## config.mk

```make
export PLATFORM = sky130hd
export DESIGN_NAME = objects_draw_mux
export DESIGN_NICKNAME = d
export VERILOG_FILES = /design/src/rtl/draw_mux_pkg.sv /design/src/rtl/collision_accum.sv /design/src/rtl/objects_draw_mux.sv
export SDC_FILE = /design/constraint.sdc
export NUM_CORES = 1
export LEC_CHECK = 0
export CORE_MARGIN = 2
export CORE_UTILIZATION = 24
export CTS_BUF_LIST = sky130_fd_sc_hd__clkbuf_16
export CTS_CLUSTER_DIAMETER = 150
export CTS_CLUSTER_SIZE = 25
export DETAILED_ROUTE_END_ITERATION = 10
export GPL_TIMING_DRIVEN = 0
export PLACE_DENSITY = 0.74
export REMOVE_ABC_BUFFERS = 1
export SLEW_MARGIN = 10
export SYNTH_ARGS = -nofsm -noshare
export SYNTH_HDL_FRONTEND = slang
export SYNTH_HIERARCHICAL = 1
export SYNTH_SLANG_ARGS = --single-unit
export TNS_END_PERCENT = 10
```

## constraint.sdc

```tcl
create_clock -name clk -period 0.8 [get_ports clk]
set_input_delay 0.16 -clock clk [delete_from_list [all_inputs] [get_ports clk]]
set_output_delay 0.16 -clock clk [all_outputs]
set_load 0.05 [all_outputs]
```

## src/rtl/draw_mux_pkg.sv

```systemverilog
// rtl/draw_mux_pkg.sv - shared types and helpers for objects_draw_mux
package draw_mux_pkg;

  typedef logic [7:0] rgb_t;

  localparam int         MAX_OBJ   = 8;
  localparam logic [7:0] COUNT_MAX = 8'd255;

  typedef enum logic {
    WAIT_SOF = 1'b0,
    RUN      = 1'b1
  } mux_state_t;

  // True when two or more objects request the same pixel.
  function automatic logic multi_req(input logic [MAX_OBJ-1:0] req);
    logic [3:0] n;
    n = 4'd0;
    for (int i = 0; i < MAX_OBJ; i++) begin
      n = n + {3'b000, req[i]};
    end
    return n >= 4'd2;
  endfunction

endpackage

```

## src/rtl/collision_accum.sv

```systemverilog
// rtl/collision_accum.sv - per-pixel collision detect and per-frame collision summary
module collision_accum
  import draw_mux_pkg::*;
#(
  parameter int NUM_OBJ = 4
) (
  input  logic               clk,
  input  logic               resetN,
  input  logic               startOfFrame,
  input  logic [NUM_OBJ-1:0] drawReq,
  output logic               collision,
  output logic [NUM_OBJ-1:0] frameMask,
  output logic [7:0]         frameCount,
  output logic               frameValid
);

  mux_state_t         state_q, state_d;
  logic [NUM_OBJ-1:0] acc_mask_q, acc_mask_d;
  logic [7:0]         acc_count_q, acc_count_d;
  logic [NUM_OBJ-1:0] frame_mask_q, frame_mask_d;
  logic [7:0]         frame_count_q, frame_count_d;
  logic               frame_valid_q, frame_valid_d;
  logic               collision_q;
  logic               collide;

  assign collide = multi_req(MAX_OBJ'(drawReq));

  always_comb begin
    state_d       = state_q;
    acc_mask_d    = acc_mask_q;
    acc_count_d   = acc_count_q;
    frame_mask_d  = frame_mask_q;
    frame_count_d = frame_count_q;
    frame_valid_d = frame_valid_q;
    if (startOfFrame) begin
      // The SOF pixel opens the new frame, so it seeds the accumulators.
      acc_mask_d  = collide ? drawReq : '0;
      acc_count_d = collide ? 8'd1 : 8'd0;
      state_d     = RUN;
      if (state_q == RUN) begin
        frame_mask_d  = acc_mask_q;
        frame_count_d = acc_count_q;
        frame_valid_d = 1'b1;
      end
    end else if (collide) begin
      acc_mask_d = acc_mask_q | drawReq;
      if (acc_count_q != COUNT_MAX) begin
        acc_count_d = acc_count_q + 8'd1;
      end
    end
  end

  always_ff @(posedge clk or negedge resetN) begin
    if (!resetN) begin
      state_q       <= WAIT_SOF;
      acc_mask_q    <= '0;
      acc_count_q   <= 8'd0;
      frame_mask_q  <= '0;
      frame_count_q <= 8'd0;
      frame_valid_q <= 1'b0;
      collision_q   <= 1'b0;
    end else begin
      state_q       <= state_d;
      acc_mask_q    <= acc_mask_d;
      acc_count_q   <= acc_count_d;
      frame_mask_q  <= frame_mask_d;
      frame_count_q <= frame_count_d;
      frame_valid_q <= frame_valid_d;
      collision_q   <= collide;
    end
  end

  assign collision  = collision_q;
  assign frameMask  = frame_mask_q;
  assign frameCount = frame_count_q;
  assign frameValid = frame_valid_q;

endmodule

```

## src/rtl/objects_draw_mux.sv

```systemverilog
// rtl/objects_draw_mux.sv - priority pixel colour mux; collision summary under DRAW_MUX_COLLISION_EN
module objects_draw_mux
  import draw_mux_pkg::*;
#(
  parameter int   NUM_OBJ  = 4,
  parameter rgb_t BG_COLOR = 8'h00
) (
  input  logic                    clk,
  input  logic                    resetN,
  input  logic                    startOfFrame,
  input  logic [NUM_OBJ-1:0]      drawReq,
  input  logic [NUM_OBJ-1:0][7:0] rgbIn,
  output rgb_t                    RGBout,
  output logic                    collision,
  output logic [NUM_OBJ-1:0]      frameMask,
  output logic [7:0]              frameCount,
  output logic                    frameValid
);

  rgb_t rgb_q, rgb_d;

  // Scan from the top so the lowest requesting index is the last write.
  always_comb begin
    rgb_d = BG_COLOR;
    for (int i = NUM_OBJ - 1; i >= 0; i--) begin
      if (drawReq[i]) begin
        rgb_d = rgbIn[i];
      end
    end
  end

  always_ff @(posedge clk or negedge resetN) begin
    if (!resetN) begin
      rgb_q <= BG_COLOR;
    end else begin
      rgb_q <= rgb_d;
    end
  end

  assign RGBout = rgb_q;

`ifdef DRAW_MUX_COLLISION_EN
  collision_accum #(
    .NUM_OBJ (NUM_OBJ)
  ) u_collision_accum (
    .clk          (clk),
    .resetN       (resetN),
    .startOfFrame (startOfFrame),
    .drawReq      (drawReq),
    .collision    (collision),
    .frameMask    (frameMask),
    .frameCount   (frameCount),
    .frameValid   (frameValid)
  );
`else
  logic unused_sof;
  assign unused_sof = startOfFrame;
  assign collision  = 1'b0;
  assign frameMask  = '0;
  assign frameCount = 8'd0;
  assign frameValid = 1'b0;
`endif

endmodule

```

==> flow_summary.ini <==
[route]
postRouteAntennaNets = 0
vias_per_cell = 4.315
post_drt_wl_per_cell_um = 11.47
drc = 0
drt_wl_total_mm = 1.457
drtIter0Drc = 2
drtPass1Iterations = 4
vias = 548

[synthesis]
syn_inst = 55
syn_area_per_cell_um2 = 9.873
ys_warn_count = 6
synthDistinctLibCells = 15
ys_seq_area_share_pct = 36.87
synth-seq-cells = 8
syn_area_um2 = 543.0

[timing]
finalHoldViolCount = 0
setup_violations = 8
fmax_mhz = 1103
worst_slack_ns = -0.1064
maxSlewViolCount = 0
rsz0062_at_grt = true
fin_crit_ns = 0.9064
post-route-period-util_pct = 113.3

[setup_path]
critPathLaunchType = register
path_class = register to output port
crit_path_max_incr_delay_ns = 0.37
cp.arrival_ns = 0.75
critPathBufInv = 1
critPathTopFamily = flip-flops
critPathLaunch = RGBout[7]
worstPathMaxFanout = 1
cp_slowest_cell = dfrtp_1
worstPathCellList = buf_6
worstPathRequired_ns = 0.64
endpoint_kind = output port

[clocking]
cts_setup_buffers = 0
cts_sinks = 8
path_clk_slew_ns = 0.03
cts_root_buf = clkbuf_16
cts_buffers = 3
htreeDepth = 1
cts_tree = done
hold_buffers = 0
clockBufferDepth = 2

[worst_hold_path]
worstHoldPathType = input port to async pin

[cells_and_area]
final_common_cell = clkdlybuf4s50_1
design_area_um2 = 1039
largest_reg_flops = 8
area_growth_pct = 91.24
insertedDiodeCount = 0
drive_above_1_share_pct = 19.19
final_cell_mix = clkdlybuf4s50_1 (30), conb_1 (14), dfrtp_1 (8), buf_6 (8)
final_core_util_pct = 47.87
nets = 140
final_cells = 127

[floorplan]
io_pins = 61
coreArea_um2 = 2170
die-area_um2 = 2659
dieWidth_um = 51.57
fp-row-count = 17
start_util_pct = 25.03
die_y_um = 51.57

[place]
dp_cells = 124
dpl_cell_area_um2 = 944.7
port_buffers = 45
gp_congestion = 0.7128
hpwl_mm = 1.239

[pwr]
ir_drop_mv = 0.9519
power.leakage_uw = 0.0004596
pwr_density_cell_nw_per_um2 = 1876

[global_routing]
grt-ovfl-total = 0
grt_pass1_wl_mm = 2.166
grt_antenna_before_repair = 0
grt_max_degree = 10
grt_pass1_vias = 543
grt.total_usage_pct = 11.72

[run]
maxCapViolCount = 0

[run_status]
status = finished, violations left
violations = setup timing
worst paths after layout:
check | endpoint | slack, ns | cells after the start
setup / recovery | RGBout[7] | -0.11 | 1
hold / removal | RGBout[1] | 0.19 | 1
max in group asynchronous | RGBout[0] | 0.37 | 1
min in group clk | RGBout[6] | 0.34 | 2
synth_stat cells:
cell,count,area (µm²)
a21oi_1,7,35.03
a221oi_2,1,15.01
a22oi_1,7,52.55
a22oi_4,1,21.27
buf_2,1,5.000
buf_4,14,105.1
buf_6,2,22.52
conb_1,1,3.750
dfrtp_1,8,200.2
inv_1,2,7.510
nand2b_1,1,6.260
nor2_1,1,3.750
nor2b_4,1,13.76
nor3b_1,1,7.510
o22ai_1,7,43.79
cells by family after synthesis:
| family | Yosys count | synth area share [%] |
|---|---|---|
| other | 1 | 0.6906 |
| buffers and inverters | 19 | 25.81 |
| AND/OR/NAND/NOR | 4 | 5.760 |
| flip-flops | 8 | 36.87 |
| AO/OA/AOI/OAI | 23 | 30.87 |
per-stage QoR:
stage,total power [µW],setup WS [ns],setup TNS (ns),hold WS (ns)
5_1_grt,2009,-0.1261,-1.070,0.2076
3_3_place_gp,1129,-0.8060,-9.515,0.4344
3_5_place_dp,1132,-0.7965,-9.465,0.4369
4_1_cts,1967,-0.1201,-0.8317,0.1998
6_report,1948,-0.1064,-0.7865,0.1943
2_1_floorplan,831.9,0.05405,0,-0.1356
routing by layer:
metal | up-vias | wire length, µm | global-route usage, %
li1 | 263 | - | -
met1 | 242 | 528 | 11.23
met2 | 43 | 770 | 20.73
met3 | 0 | 159 | 3.448
met4 | 0 | 0 | 9.211
met5 | - | 0 | 0
area by class of cell:
cell class                 count  area [µm²]
sequential                     8       200.2
tap                           28       35.03
timing repair buffer          45       454.2
clock buffer                   3       75.07
fill                         235        1131
inverter                       2       7.507
multi-input combinational     41       266.5
report_power, final:
part	leakage, µW	internal, µW	switching [µW]
Sequential	0.0000912	446	16.5
Combinational	0.000331	278	405
Clock	0.0000370	641	162
Total	0.000460	1360	583
timing repair:
action	4_1_cts	5_1_grt
endpoints found under the hold margin	0	0
resized for setup	76	0
setup endpoints to repair	16	13
pin swaps	2	3
No activity file was read; power rests on OpenSTA's default activity.
